$ cat config.mk
export PLATFORM = sky130hd
export DESIGN_NAME = divider
export DESIGN_NICKNAME = d
export VERILOG_FILES = /design/src/rtl/divider_pkg.sv /design/src/rtl/divider.sv
export SDC_FILE = /design/constraint.sdc
export NUM_CORES = 1
export LEC_CHECK = 0
export ABC_CLOCK_PERIOD_IN_PS = 11800
export CAP_MARGIN = 20
export CORE_AREA = 2 2 145 147
export CTS_BUF_LIST = sky130_fd_sc_hd__clkbuf_4 sky130_fd_sc_hd__clkbuf_8
export DETAILED_ROUTE_END_ITERATION = 16
export DIE_AREA = 0 0 147 149
export PLACE_DENSITY = 0.83
export REMOVE_ABC_BUFFERS = 1
export SETUP_SLACK_MARGIN = 0.2
export SYNTH_ARGS = -nofsm -noshare
export SYNTH_HDL_FRONTEND = slang
export SYNTH_SLANG_ARGS = --single-unit
$ cat constraint.sdc
create_clock -name clock -period 11.8 [get_ports clock]
set_clock_uncertainty 0.05 [all_clocks]
set_input_delay 2.36 -clock clock [delete_from_list [all_inputs] [get_ports clock]]
set_output_delay 2.36 -clock clock [all_outputs]
set_load 0.03 [all_outputs]
$ cat src/rtl/divider_pkg.sv
// Shared definitions for the multi-cycle DIV/DIVU unit: FSM encoding,
// decode funct codes and the default operand width.
package divider_pkg;

  localparam int WIDTH_DEFAULT = 32;

  // Decode drives start/signed_div from these funct fields.
  localparam logic [5:0] FUNCT_DIV  = 6'b011010;
  localparam logic [5:0] FUNCT_DIVU = 6'b011011;

  typedef enum logic [1:0] {
    ST_IDLE = 2'd0,
    ST_RUN  = 2'd1,
    ST_DONE = 2'd2
  } div_state_e;

endpackage

$ cat src/rtl/divider.sv
// Radix-2 restoring divider: one quotient bit per cycle, signs applied on
// completion. The current FSM state is visible as state_q for checkers.
module divider
  import divider_pkg::*;
#(
  parameter int WIDTH = WIDTH_DEFAULT
) (
  input  logic             clock,
  input  logic             reset,
  input  logic             start,
  input  logic             signed_div,
  input  logic             cancel,
  input  logic [WIDTH-1:0] operand_a,
  input  logic [WIDTH-1:0] operand_b,
  output logic             busy,
  output logic             done,
  output logic [WIDTH-1:0] quotient,
  output logic [WIDTH-1:0] remainder
);

  localparam int CW = $clog2(WIDTH);

  div_state_e       state_q;
  logic [CW-1:0]    count_q;
  logic [WIDTH-1:0] dividend_q;
  logic [WIDTH-1:0] divisor_q;
  logic [WIDTH-1:0] partial_q;
  logic [WIDTH-1:0] quotient_q;
  logic [WIDTH-1:0] remainder_q;
  logic             q_neg_q;
  logic             r_neg_q;

  logic [WIDTH:0]   shifted_d;
  logic [WIDTH:0]   trial_d;
  logic             step_ok;
  logic [WIDTH-1:0] partial_d;
  logic [WIDTH-1:0] dividend_d;
  logic [WIDTH-1:0] quotient_d;
  logic [WIDTH-1:0] remainder_d;
  logic [WIDTH-1:0] mag_a;
  logic [WIDTH-1:0] mag_b;

  // Dividend register doubles as the quotient shift register.
  always_comb begin
    shifted_d   = {partial_q, dividend_q[WIDTH-1]};
    trial_d     = shifted_d - {1'b0, divisor_q};
    step_ok     = ~trial_d[WIDTH];
    partial_d   = step_ok ? trial_d[WIDTH-1:0] : shifted_d[WIDTH-1:0];
    dividend_d  = {dividend_q[WIDTH-2:0], step_ok};
    quotient_d  = q_neg_q ? -dividend_d : dividend_d;
    remainder_d = r_neg_q ? -partial_d : partial_d;
    mag_a       = (signed_div && operand_a[WIDTH-1]) ? -operand_a : operand_a;
    mag_b       = (signed_div && operand_b[WIDTH-1]) ? -operand_b : operand_b;
  end

  always_ff @(posedge clock) begin
    if (reset) begin
      state_q     <= ST_IDLE;
      count_q     <= '0;
      dividend_q  <= '0;
      divisor_q   <= '0;
      partial_q   <= '0;
      quotient_q  <= '0;
      remainder_q <= '0;
      q_neg_q     <= 1'b0;
      r_neg_q     <= 1'b0;
    end else begin
      case (state_q)
        ST_IDLE: begin
          if (start) begin
            dividend_q <= mag_a;
            divisor_q  <= mag_b;
            partial_q  <= '0;
            count_q    <= '0;
            q_neg_q    <= signed_div & (operand_a[WIDTH-1] ^ operand_b[WIDTH-1]);
            r_neg_q    <= signed_div & operand_a[WIDTH-1];
            if (operand_b == '0) begin
              quotient_q  <= '1;
              remainder_q <= operand_a;
              state_q     <= ST_DONE;
            end else begin
              state_q <= ST_RUN;
            end
          end
        end
        ST_RUN: begin
          if (cancel) begin
            state_q <= ST_IDLE;
          end else begin
            partial_q  <= partial_d;
            dividend_q <= dividend_d;
            count_q    <= count_q + CW'(1);
            if (count_q == CW'(WIDTH - 1)) begin
              quotient_q  <= quotient_d;
              remainder_q <= remainder_d;
              state_q     <= ST_DONE;
            end
          end
        end
        ST_DONE: state_q <= ST_IDLE;
        default: state_q <= ST_IDLE;
      endcase
    end
  end

  assign busy      = (state_q == ST_RUN);
  assign done      = (state_q == ST_DONE);
  assign quotient  = quotient_q;
  assign remainder = remainder_q;

endmodule

==> results.py, run 1 <==
metrics = {
    "power": {
        "power.switching_uw": 456,
        "pwr-share-comb": 0.238,
        "power_density_nw_per_um2": 96.8,
        "p_leak_uw": 0.00504,
        "swShare": 0.342,
        "seqPwrFrac": 0.460,
        "ir_worst_vdd_uv": 67.3,
        "clkPwrFrac": 0.302,
        "p_int_uw": 878,
    },
    "sta": {
        "setup_viol": 0,
        "timing.final.crit_share": 0.616,
        "period_minus_slack_ps": 7270,
        "max_slew_margin": 0.268,
        "drv_slew": 0,
        "fin_tns_setup_ps": 0,
        "hold_viol": 0,
        "worstMarginPinSlew_ps": 1100,
        "rsz0062_at_grt": "no",
        "max_freq_ghz": 0.138,
    },
    "final_layout": {
        "stdcell_count": 1947,
        "fillers": 1802,
        "layout_commonest_cell": "nor2_1",
        "syn_to_final_growth_pct": 14.5,
        "drive_gt1_frac": 0.0580,
        "mostFrequentLayoutCells": "nor2_1 (254), dfxtp_1 (169), nand2_1 (135)",
        "nNetsFinal": 1767,
        "diodes": 0,
    },
    "grt": {
        "antenna_found_initial": 0,
        "gr-total-overflow": 0,
        "grt_pass1_wl_microns": 53600,
        "grt_pass1_vias": 10900,
        "grt_max_degree": 98,
        "grt_usage": 0.297,
    },
    "routing": {
        "antenna_left": 0,
        "drcViolationCount": 0,
        "routedWlPerCell_microns": 17.0,
        "first_pass_iters": 5,
        "wl_microns": 33000,
        "num_vias": 12100,
        "routed_via_density": 6.19,
        "drt_iter0_markers": 936,
    },
    "cts": {
        "clock_sinks": 169,
        "clk_path_buf_depth": 2,
        "clk_transition_reported_paths_ps": 100,
        "htree_num_levels": 4,
        "post_cts_buffers": 0,
        "cts_root_buf": "clkbuf_8",
        "hold_buffers": 0,
        "insertion_delay_ps": 470,
        "cts_resized": 0,
        "tritoncts": "yes",
        "cts_buffers": 17,
    },
    "yosys": {
        "ys_warn_count": 0,
        "yosysUniqueCellTypes": 85,
        "synth_ff_type": "dfxtp_1",
        "postSynthCellCount": 1602,
        "syn_area_per_cell_sq_um": 7.51,
        "synth-edff-count": 0,
        "synth_top_area_share": 0.281,
        "synth_area_leader_cell": "dfxtp_1",
        "yosysSeqAreaShare": 0.281,
        "async_flop_share": 0,
        "yosys-top-cells-area": "dfxtp_1 (28%), nor2_1 (8.0%), a21oi_1 (5.4%)",
        "ys_ff_latch": 169,
        "syn_area_sq_um": 12000,
    },
    "floorplan": {
        "die_w_microns": 147,
        "dieArea_sq_um": 21900,
        "coreArea_sq_um": 20600,
        "start_util": 0.585,
        "core.rowCount": 53,
        "ios": 135,
        "die_h_microns": 149,
    },
    "setup_path": {
        "cp-end-kind": "flop",
        "path_cells": "clkdlybuf4s50_1 > inv_1 > ha_1 > or4b_2 > nor4_1 > and3_1 > nand4b_1 > o21ai_0 > nor2_1 > nor2_4 > buf_4 > nand2_1 > o311ai_0 > a41oi_1 > a21oi_1",
        "crit_fanout": 93,
        "worstPathBufferInverterCount": 3,
        "r2r-start": "dividend_q[31]$_SDFFE_PP0P_",
        "cp.arrival_ps": 7620,
        "path_class": "in -> reg",
        "required_ps": 12160,
        "reg2reg_to": "remainder[22]$_SDFFE_PP0P_",
        "rr_worst_depth": 17,
        "reg2reg_slack_ps": 6070,
        "cp-start-kind": "input pin",
        "crit_family": "simple AND/OR/NAND/NOR gates",
        "cp_slowest_cell": "nor4_1",
        "critical_path.max_stage_delay_ps": 770,
    },
    "worst_hold_path": {
        "min_from": "divisor_q[18]$_SDFFE_PP0P_",
        "worstHoldEndpoint": "divisor_q[18]$_SDFFE_PP0P_",
        "min_path_cells": 2,
        "hold_path.class": "reg -> reg",
    },
    "place": {
        "io_buffers": 134,
        "dp_cells": 1914,
        "place_congestion": 0.922,
        "dp_hpwl_microns": 24400,
    },
    "job": {
        "drv_cap": 0,
    },
    "status": {
        "status": "finished clean",
    },
}
[tightest hold or removal path, stage by stage, from the launching register on]
cell	delay, ps
dfxtp_1	320
nand2_1	50
a21oi_1	50
[metrics by stage]
stage / power [uW] / util / setup slack, ps / area, sq um / hold slack, ps
6_report: 1330 / 0.670 / 4530 / 13800 / 405
3_3_place_gp: 934 / 0.651 / 4300 / 13400 / 390
3_5_place_dp: 939 / 0.651 / 4140 / 13400 / 395
5_1_grt: 1400 / 0.670 / 4250 / 13800 / 434
4_1_cts: 1330 / 0.670 / 4640 / 13800 / 407
2_1_floorplan: 835 / - / 974 / 11600 / 376
[synthesized netlist by cell type (14+ instances only)]
cell	count
a311oi_1	36
or4_1	18
o21ai_0	70
or3_1	18
a21oi_1	129
nor4_1	15
o41ai_1	15
nand2_1	135
xnor2_1	47
dfxtp_1	169
clkbuf_1	88
nor2_1	257
nand3_1	29
a31oi_1	14
a22oi_1	19
mux2i_1	14
o31ai_1	25
inv_1	53
nor3_1	32
xor2_1	73
ha_1	38
a211oi_1	68
[state kept, by name, indices dropped and copies added, names as in the netlist]
| register | cells |
|---|---|
| dividend_q | 32 |
| divisor_q | 32 |
| partial_q | 32 |
| quotient | 32 |
| remainder | 32 |
| count_q | 5 |
| state_q | 2 |
| q_neg_q | 1 |
| r_neg_q | 1 |
[area by class of cell]
class                      instances  area, sq um  area share
timing repair buffer             147         1440       0.105
sequential                       169         3380       0.245
clock buffer                      20          269      0.0195
inverter                          54          204      0.0148
clock inverter                    12          109     0.00790
tap                              275          344      0.0250
multi-input combinational       1270         8030       0.583
[power groups by stage]
| stage | clock [uW] | sequential, uW | combinational (uW) |
|---|---|---|---|
| floorplan | 0 | 621 | 214 |
| global placement | 0 | 625 | 309 |
| detailed placement | 0 | 627 | 312 |
| CTS | 405 | 613 | 314 |
| global route | 429 | 617 | 352 |
| finish | 403 | 613 | 317 |
[cells by family after synthesis]
kind of cell             after synthesis  share of synthesized area
AND/OR/NAND/NOR                      580                      0.221
AO/OA/AOI/OAI                        504                      0.292
flip-flops                           169                      0.281
buffers and inverters                163                     0.0538
XOR/XNOR                             120                     0.0873
adder cells (fa/ha/maj)               39                     0.0412
multiplexers                          27                     0.0238
[routing by layer]
metal | vias up | global-route usage | wire (microns)
li1 | 5998 | - | -
met1 | 5562 | 0.392 | 14800
met2 | 453 | 0.512 | 15400
met3 | 48 | 0.0355 | 2070
met4 | 0 | 0.0942 | 758
met5 | - | 0 | 0
[worst max path at each step]
stage | startpoint | to | depth (start not counted)
floorplan | start | remainder[28]$_SDFFE_PP0P_ | 7
global placement | operand_b[0] | remainder[28]$_SDFFE_PP0P_ | 15
detailed placement | operand_b[0] | remainder[28]$_SDFFE_PP0P_ | 15
CTS | operand_b[0] | remainder[28]$_SDFFE_PP0P_ | 15
global route | operand_b[1] | remainder[28]$_SDFFE_PP0P_ | 15
finish | operand_b[1] | remainder[28]$_SDFFE_PP0P_ | 15
Note: power is estimated with default switching activity, not from simulation.
==> run 2, diff against run 1 <==
Settings changed: ABC_CLOCK_PERIOD_IN_PS 11800 to 6220, CORE_AREA 2 2 145 147 to 2 2 154 156, DIE_AREA 0 0 147 149 to 0 0 156 158, PLACE_DENSITY 0.83 to 0.78.
Clock period 11.8 ns to 6.22 ns, I/O delays scaled along.
==> run 2 against run 1 <==
Net effect: cell count increased by 1.1%; register-to-register slack got worse by 4700 ps; total power rose by 93%; first-iteration DRC count is 1.1% higher; flip-flop and latch count is the same; critical path depth is 4 higher; clock power rose by 99%; core utilization is 6.8 points lower; final area up 0.69%; critical endpoint is now remainder[22]$_SDFFE_PP0P_; highest routed layer unchanged.
==> results.py, run 2 (same netlist as run 1, synthesis figures left out) <==
metrics = {
    "status": {
        "status": "finished clean",
    },
    "power": {
        "power.switching_uw": 907,
        "fin_total_pwr_uw": 2570,
        "clkPwrFrac": 0.311,
        "pwr-share-comb": 0.237,
        "ir_worst_vdd_uv": 99.8,
        "seqPwrFrac": 0.452,
        "p_int_uw": 1670,
        "power_density_nw_per_um2": 185,
        "swShare": 0.353,
        "p_leak_uw": 0.00508,
    },
    "place": {
        "dp_hpwl_microns": 24900,
        "io_buffers": 134,
        "place_congestion": 0.941,
    },
    "cts": {
        "hold_buffers": 0,
        "cts_buffers": 17,
        "clk_path_buf_depth": 2,
        "cts_resized": 0,
        "post_cts_buffers": 0,
        "clk_transition_reported_paths_ps": 110,
        "insertion_delay_ps": 480,
        "tritoncts": "yes",
        "cts_root_buf": "clkbuf_8",
        "clock_sinks": 169,
        "htree_num_levels": 4,
    },
    "floorplan": {
        "coreArea_sq_um": 23100,
        "dieArea_sq_um": 24600,
        "die_w_microns": 156,
        "start_util": 0.522,
        "core.rowCount": 56,
        "ios": 135,
        "die_h_microns": 158,
    },
    "sta": {
        "fin_tns_setup_ps": 0,
        "setup_viol": 0,
        "drv_slew": 0,
        "worstMarginPinSlew_ps": 1010,
        "timing.final.crit_share": 0.780,
        "rsz0062_at_grt": "no",
        "max_slew_margin": 0.328,
        "hold_viol": 0,
        "period_minus_slack_ps": 4850,
        "max_freq_ghz": 0.206,
    },
    "grt": {
        "grt_max_degree": 98,
        "antenna_found_initial": 0,
        "grt_usage": 0.273,
        "gr-total-overflow": 0,
        "grt_pass1_wl_microns": 54800,
        "grt_pass1_vias": 10800,
    },
    "routing": {
        "num_vias": 12100,
        "routed_via_density": 6.13,
        "first_pass_iters": 5,
        "routedWlPerCell_microns": 17.4,
        "drt_iter0_markers": 946,
        "antenna_left": 0,
        "drcViolationCount": 0,
        "wl_microns": 34200,
    },
    "setup_path": {
        "r2r-start": "dividend_q[31]$_SDFFE_PP0P_",
        "rr_worst_depth": 19,
        "required_ps": 6570,
        "reg2reg_slack_ps": 1370,
        "crit_fanout": 8,
        "cp_slowest_cell": "or4_1",
        "crit_start": "dividend_q[31]$_SDFFE_PP0P_",
        "cp-start-kind": "flop",
        "path_cells": "buf_4 > inv_1 > ha_1 > fa_1 > nor2b_1 > o2111ai_1 > a21oi_1 > o211ai_1 > a21oi_4 > nor2_2 > clkinv_2 > nor2_1 > a21oi_1 > ha_1 > o21ai_1 > or4_1 > or3b_1 > a21o_1 > a221oi_2",
        "reg2reg_to": "remainder[22]$_SDFFE_PP0P_",
        "cp-end-kind": "flop",
        "cp-endpoint": "remainder[22]$_SDFFE_PP0P_",
        "path_class": "reg -> reg",
        "cp.arrival_ps": 5200,
        "critical_path.max_stage_delay_ps": 710,
    },
    "final_layout": {
        "fin_util": 0.602,
        "syn_to_final_growth_pct": 15.3,
        "drive_gt1_frac": 0.0614,
        "fillers": 2168,
        "nNetsFinal": 1773,
        "layout_commonest_cell": "nor2_1",
        "mostFrequentLayoutCells": "nor2_1 (254), dfxtp_1 (169), nand2_1 (135)",
        "diodes": 0,
    },
    "worst_hold_path": {
        "hold_path.class": "reg -> reg",
    },
    "job": {
        "drv_cap": 0,
    },
}
## run 2: cell count changes in the layout (fill, tap and decap cells not counted), moves of 2 or more
| cell | delta |
|---|---|
| clkinv_4 | -3 |
| buf_4 | +5 |
| inv_6 | +2 |
| clkinv_8 | +3 |
## run 2: cell type report
class / count / area (sq um) / share of cell area
repair buffers: 153 / 1500 / 0.108
multi-input cells: 1270 / 8030 / 0.579
inverters: 54 / 204 / 0.0147
flip-flops and latches: 169 / 3380 / 0.244
well taps: 290 / 363 / 0.0261
clock inverters: 14 / 153 / 0.0110
clock buffers: 18 / 248 / 0.0179
## run 2: worst min path at each step
stage | from | endpoint | slack, ps | cells past startpoint
floorplan | divisor_q[18]$_SDFFE_PP0P_ | divisor_q[18]$_SDFFE_PP0P_ | 380 | 2
global placement | divisor_q[18]$_SDFFE_PP0P_ | divisor_q[18]$_SDFFE_PP0P_ | 390 | 2
detailed placement | divisor_q[18]$_SDFFE_PP0P_ | divisor_q[18]$_SDFFE_PP0P_ | 400 | 2
CTS | divisor_q[18]$_SDFFE_PP0P_ | divisor_q[18]$_SDFFE_PP0P_ | 410 | 2
global route | remainder[8]$_SDFFE_PP0P_ | remainder[8]$_SDFFE_PP0P_ | 440 | 2
finish | divisor_q[18]$_SDFFE_PP0P_ | divisor_q[18]$_SDFFE_PP0P_ | 410 | 2
## run 2: stage by stage
step / hold slack, ps / setup slack, ps / area [sq um] / instances
global route: 443 / 1000 / 13900 / 1968
global placement: 391 / 1060 / 13500 / 1935
CTS: 410 / 1440 / 13900 / 1967
finish: 407 / 1370 / 13900 / 1968
floorplan: 376 / -4410 / 11600 / 1493
detailed placement: 398 / 970 / 13500 / 1935
## run 2: worst max-delay path: cells and delay by family (launching register included)
family,cells,cell delay (ps)
flip-flops,1,320
AND/OR/NAND/NOR,5,1400
buffers and inverters,3,260
AO/OA/AOI/OAI,8,1820
adder cells (fa/ha/maj),3,900
## run 2: per-layer routing
layer	track usage	up-vias	part of all wire
met1	0.361	5583	0.45
met4	0.0957	0	0.024
met2	0.461	452	0.46
li1	-	5981	-
met3	0.0364	57	0.071
met5	0	-	0
## run 2: power by group through the flow
stage / clock [uW] / sequential, uW / combinational, uW
2_1_floorplan: 0 / 1180 / 406
3_3_place_gp: 0 / 1190 / 590
3_5_place_dp: 0 / 1190 / 595
4_1_cts: 807 / 1160 / 600
5_1_grt: 851 / 1170 / 672
6_report: 801 / 1160 / 609
==> run 3, diff against run 2 <==
Settings changed: ABC_CLOCK_PERIOD_IN_PS 6220 to 4600, CORE_AREA 2 2 154 156 to 2 2 146 148, DIE_AREA 0 0 156 158 to 0 0 148 150, PLACE_DENSITY 0.78 to 0.82.
Clock period 6.22 ns to 4.6 ns, I/O delays scaled along.
==> run 3 against run 2 <==
Net effect: first-iteration DRC count is 1.6% lower; core utilization is 9.3 points higher; clock-buffer cell count is 1 lower; critical path type unchanged; critical path depth is 3 lower; register-to-register slack worse by 1000 ps; total power is 38% higher; sequential power is 35% higher; maximum frequency is 14% higher; setup slack worse by 1000 ps; routed wire length is 0.58% higher.
==> results.py, run 3 (same netlist as run 1, synthesis figures left out) <==
metrics = {
    "status": {
        "status": "finished clean",
    },
    "final_layout": {
        "layout_commonest_cell": "nor2_1",
        "syn_to_final_growth_pct": 19.5,
        "nNetsFinal": 1821,
        "multiInputGateArea_sq_um": 8190,
        "final-seq-area_sq_um": 3380,
        "diodes": 0,
        "drive_gt1_frac": 0.101,
        "mostFrequentLayoutCells": "nor2_1 (252), dfxtp_1 (169), nand2_1 (135)",
        "fin_util": 0.695,
        "fillers": 1770,
    },
    "grt": {
        "grt_pass1_vias": 10800,
        "grt_max_degree": 92,
        "gr-total-overflow": 0,
        "grt_usage": 0.303,
        "grt_pass1_wl_microns": 54700,
        "antenna_found_initial": 0,
    },
    "setup_path": {
        "reg2reg_slack_ps": 340,
        "cp-end-kind": "flop",
        "critical_path.max_stage_delay_ps": 500,
        "crit_start": "dividend_q[31]$_SDFFE_PP0P_",
        "rr_worst_depth": 16,
        "cp.arrival_ps": 4590,
        "cp-start-kind": "flop",
        "required_ps": 4930,
        "crit_family": "compound AO/OA/AOI/OAI gates",
        "r2r-start": "dividend_q[31]$_SDFFE_PP0P_",
        "reg2reg_to": "remainder[29]$_SDFFE_PP0P_",
        "crit_fanout": 7,
        "path_cells": "inv_1 > ha_2 > fa_2 > nand2b_1 > a21oi_2 > buf_4 > a211oi_1 > o31a_1 > o21a_1 > xnor2_1 > or4_4 > o31a_1 > buf_4 > o31ai_2 > xnor2_1 > a221oi_1",
        "cp_slowest_cell": "or4_4",
        "path_class": "reg -> reg",
        "worstPathBufferInverterCount": 3,
    },
    "worst_hold_path": {
        "min_path_cells": 2,
        "worstHoldEndpoint": "divisor_q[22]$_SDFFE_PP0P_",
        "hold_path.class": "reg -> reg",
        "min_from": "divisor_q[22]$_SDFFE_PP0P_",
    },
    "sta": {
        "holdWs_ps": 405,
        "setup_viol": 0,
        "period_minus_slack_ps": 4260,
        "rsz0062_at_grt": "no",
        "max_slew_margin": 0.416,
        "hold_viol": 0,
        "worstMarginPinSlew_ps": 876,
        "timing.final.crit_share": 0.927,
        "drv_slew": 0,
        "max_freq_ghz": 0.235,
    },
    "power": {
        "pwr-share-comb": 0.249,
        "clkPwrFrac": 0.310,
        "swShare": 0.337,
        "p_int_uw": 2360,
        "ir_worst_vdd_uv": 168,
        "p_leak_uw": 0.00531,
        "seqPwrFrac": 0.441,
        "power_density_nw_per_um2": 247,
        "power.switching_uw": 1200,
    },
    "cts": {
        "insertion_delay_ps": 470,
        "cts_root_buf": "clkbuf_8",
        "tritoncts": "yes",
        "clk_transition_reported_paths_ps": 100,
        "clk_path_buf_depth": 2,
        "htree_num_levels": 4,
        "clock_sinks": 169,
        "hold_buffers": 0,
        "cts_buffers": 17,
    },
    "floorplan": {
        "core.rowCount": 53,
        "start_util": 0.582,
        "die_h_microns": 150,
        "die_w_microns": 148,
        "dieArea_sq_um": 22200,
        "ios": 135,
        "coreArea_sq_um": 20700,
    },
    "place": {
        "dp_hpwl_microns": 25600,
        "io_buffers": 134,
        "place_congestion": 0.920,
    },
    "routing": {
        "first_pass_iters": 5,
        "m1WireLength_microns": 15000,
        "top_layer": "met4",
        "num_vias": 12200,
        "antenna_left": 0,
        "wl_microns": 34400,
        "wl_met2_microns": 16200,
        "drt_iter0_markers": 931,
        "drcViolationCount": 0,
        "wl_met3_microns": 2110,
        "routed_via_density": 6.10,
        "routedWlPerCell_microns": 17.2,
    },
    "job": {
        "drv_cap": 0,
    },
}
## run 3: cell count changes in the layout (fill, tap and decap cells not counted), moves of 3 or more
cell	delta
a21oi_2	+3
a21oi_1	-4
buf_4	+48
clkinv_8	-3
clkinvlp_4	+3
ha_1	-3
## run 3: layout make-up
class | instances | share of cell area
clock inverter | 14 | 0.0111
tap | 275 | 0.0239
sequential | 169 | 0.235
inverter | 54 | 0.0143
clock buffer | 17 | 0.0163
multi-input combinational | 1270 | 0.569
timing repair buffer | 201 | 0.130
## run 3: per-layer routing
metal  vias up  GRT usage
met5         -          0
li1       6106          -
met4         0      0.107
met2       389      0.513
met3        49     0.0381
met1      5648      0.399
## run 3: how the worst max path moves through the flow
| stage | to | slack [ps] | cells past startpoint |
|---|---|---|---|
| finish | remainder[29]$_SDFFE_PP0P_ | 340 | 16 |
| global route | remainder[22]$_SDFFE_PP0P_ | 190 | 16 |
| global placement | remainder[16]$_SDFFE_PP0P_ | -20 | 15 |
| floorplan | remainder[28]$_SDFFE_PP0P_ | -6030 | 8 |
| CTS | remainder[22]$_SDFFE_PP0P_ | 200 | 18 |
| detailed placement | remainder[16]$_SDFFE_PP0P_ | -40 | 15 |
## run 3: through the flow
stage	power (uW)	cell area, sq um	setup WS [ps]	std cells	TNS [ps]
2_1_floorplan	2140	11600	-6030	1493	-463500
3_3_place_gp	2430	13800	-18.1	1965	-33.5
3_5_place_dp	2450	13800	-35.3	1965	-63.0
4_1_cts	3530	14200	200	1996	0
5_1_grt	3730	14400	190	2000	0
6_report	3560	14400	336	2000	0
## run 3: timing repair
action / in CTS / in global routing
buffers inserted: 0 / 4
pin swaps: 0 / 12
cloned: 0 / 0
gates resized for setup: 2 / 31
setup endpoints to repair: 2 / 16
## run 3: power groups by stage
| stage | logic (uW) | clock network, uW | registers (uW) |
|---|---|---|---|
| finish | 884 | 1100 | 1570 |
| global route | 974 | 1170 | 1580 |
| CTS | 852 | 1110 | 1570 |
| detailed placement | 845 | 0 | 1600 |
| global placement | 833 | 0 | 1600 |
| floorplan | 548 | 0 | 1590 |
## run 3: worst reg2reg max path: stages, from the launching register on
cell and delay (ps):
dfxtp_1 350, inv_1 70, ha_2 210, fa_2 390
nand2b_1 190, a21oi_2 140, buf_4 150, a211oi_1 110
o31a_1 340, o21a_1 220, xnor2_1 170, or4_4 500
o31a_1 420, buf_4 190, o31ai_2 230, xnor2_1 130
a221oi_1 310
==> variant (settings of run 2) <==
Add an input register stage for `start`, `signed_div`, `cancel`, `operand_a` and `operand_b`, without a reset; this delays them by one clock.
--- a/src/rtl/divider.sv
+++ b/src/rtl/divider.sv
@@ -20,4 +20,18 @@
 
   localparam int CW = $clog2(WIDTH);
+
+  logic start_q;
+  logic signed_div_q;
+  logic cancel_q;
+  logic [WIDTH-1:0] operand_a_q;
+  logic [WIDTH-1:0] operand_b_q;
+
+  always_ff @(posedge clock) begin
+    start_q      <= start;
+    signed_div_q <= signed_div;
+    cancel_q     <= cancel;
+    operand_a_q  <= operand_a;
+    operand_b_q  <= operand_b;
+  end
 
   div_state_e       state_q;
@@ -50,6 +64,6 @@
     quotient_d  = q_neg_q ? -dividend_d : dividend_d;
     remainder_d = r_neg_q ? -partial_d : partial_d;
-    mag_a       = (signed_div && operand_a[WIDTH-1]) ? -operand_a : operand_a;
-    mag_b       = (signed_div && operand_b[WIDTH-1]) ? -operand_b : operand_b;
+    mag_a       = (signed_div_q && operand_a_q[WIDTH-1]) ? -operand_a_q : operand_a_q;
+    mag_b       = (signed_div_q && operand_b_q[WIDTH-1]) ? -operand_b_q : operand_b_q;
   end
 
@@ -68,14 +82,14 @@
       case (state_q)
         ST_IDLE: begin
-          if (start) begin
+          if (start_q) begin
             dividend_q <= mag_a;
             divisor_q  <= mag_b;
             partial_q  <= '0;
             count_q    <= '0;
-            q_neg_q    <= signed_div & (operand_a[WIDTH-1] ^ operand_b[WIDTH-1]);
-            r_neg_q    <= signed_div & operand_a[WIDTH-1];
-            if (operand_b == '0) begin
+            q_neg_q    <= signed_div_q & (operand_a_q[WIDTH-1] ^ operand_b_q[WIDTH-1]);
+            r_neg_q    <= signed_div_q & operand_a_q[WIDTH-1];
+            if (operand_b_q == '0) begin
               quotient_q  <= '1;
-              remainder_q <= operand_a;
+              remainder_q <= operand_a_q;
               state_q     <= ST_DONE;
             end else begin
@@ -85,5 +99,5 @@
         end
         ST_RUN: begin
-          if (cancel) begin
+          if (cancel_q) begin
             state_q <= ST_IDLE;
           end else begin
Behaviour: not the same (a bounded check fails within 4 cycles, from zero or initial values and one cycle with reset high).
==> variant against run 2 <==
Synthesized area is 12% higher; total power is 50% higher; worst setup slack worse by 0.76 ns; sequential cell count is 67 higher; routed wire length is 6.8% higher; first-iteration DRC count is 1.7% lower; via count is 3.7% higher; design area is 14% higher; largest cell class unchanged; largest power group unchanged.
==> variant: results (changes against run 2) <==
| Metric | Value |
|---|---|
| DR WL/cell | 17.6 um (+1.0%) |
| Fillers | 1920 (-11%) |
| Post-Syn Area per Cell | 8.04 sq um (+7.1%) |
| Clock Tree Buf Depth | 3 (+1) |
| Slowest CP cell | a2111oi_0 |
| Synth unique cells | 99 (+16%) |
| Vias | 12500 (+3.7%) |
| Nets@finish | 1869 (+5.4%) |
| Setup crit end | remainder[30] |
| Layout cells sized above 1 | 8.49% (+2.3 points) |
| Tightest Pin Transition | 1.06 ns (+0.0578 ns) |
| Maximum vdd drop | 0.157 mV (+57%) |
| Sequential group power | 1.65 mW (+42%) |
| Clk_lat worst skew | 0.55 ns (+0.07 ns) |
| Status | finished, final reports clean |
| Pre-CTS setup slack | 0.401 ns (-0.570 ns) |
| Leak pwr | 5.87 nW (+16%) |
| Placed cell count | 2007 (+3.7%) |
| Metal-1 WL | 16.2 mm (+5.8%) |
| Max stage delay on crit path | 0.45 ns (-0.26 ns) |
| Top post-synthesis cells by count | nor2_1 (243), dfxtp_1 (236), nand2_1 (150), a21oi_1 (120), o21ai_0 (86) |
| Global Route met1 Usage | 38.6% (+2.5 points) |
| Final Non-Filler Cells | 2081 (+5.7%) |
| Vias in the first global route | 11500 (+6.2%) |
| Met3 Resource Use GR | 4.27% (+0.63 points) |
| DRC violation total after the first TritonRoute iteration | 930 (-1.7%) |
| Clock share of power | 40.5% (+9.4 points) |
| Critical path arrival | 5.97 ns (+0.77 ns) |
| R2R setup slack | 0.62 ns (-0.76 ns) |
| Seq/Total Area, Yosys | 35.1% (+7.0 points) |
| H-tree levels | 2 (-2) |
| CTS Buf Count | 42 (+25) |
| Synth top area cells | dfxtp_1 (35%), nor2_1 (6.8%), a21oi_1 (4.5%), a211oi_1 (4.4%), xor2_1 (4.4%) |
| DP HPWL | 26.6 mm (+6.9%) |
| Clock-pin slew on the worst setup and hold paths | 0.06 ns (-0.05 ns) |
| Metal3 WL | 2.30 mm (-5.1%) |
| Tot GR Track Use | 29.3% (+2.0 points) |
-- variant: cell types whose count changed after synthesis, sizes merged, moves of 7 or more --
cell	before	now
a22oi	19	30
a21oi	133	126
a2111oi	9	2
a211oi	68	81
or4	19	9
nor4	15	23
nand2	135	151
mux2i	14	7
nor2	258	245
o21ai	76	91
dfxtp	169	236
clkbuf	88	78
buf	21	28
-- variant: cell type report --
| cell class | instances | area share (%) |
|---|---|---|
| clock inverters | 7 | 0.286 |
| multi-input cells | 1277 | 51.1 |
| well taps | 290 | 2.30 |
| flip-flops and latches | 236 | 30.0 |
| repair buffers | 150 | 9.33 |
| inverters | 54 | 1.31 |
| clock buffers | 67 | 5.65 |
-- variant: metrics by stage --
stage                     TNS, ns  cell area [sq um]
after global routing            0              15800
final                           0              15800
after CTS                       0              15700
after floorplan            -41.91              12900
after global placement          0              14800
after detailed placement        0              14800
-- variant: worst min path at each step --
| stage | startpoint | endpoint | slack (ns) | cells after the start |
|---|---|---|---|---|
| finish | divisor_q[31] | divisor_q[31] | 0.41 | 2 |
| global route | divisor_q[0] | divisor_q[0] | 0.42 | 2 |
| CTS | divisor_q[31] | divisor_q[31] | 0.41 | 2 |
| detailed placement | divisor_q[0] | divisor_q[0] | 0.40 | 2 |
| global placement | divisor_q[31] | divisor_q[31] | 0.39 | 2 |
| floorplan | divisor_q[25] | divisor_q[25] | 0.38 | 2 |
-- variant: cells by family after synthesis --
| kind of cell | after synthesis | share of synthesized area, % |
|---|---|---|
| flops | 236 | 35.1 |
| mux | 17 | 1.36 |
| xor+xnor | 120 | 7.81 |
| fa+ha+maj | 39 | 3.68 |
| buf+inv | 161 | 5.42 |
| simple gates | 597 | 20.5 |
| compound gates | 504 | 26.1 |
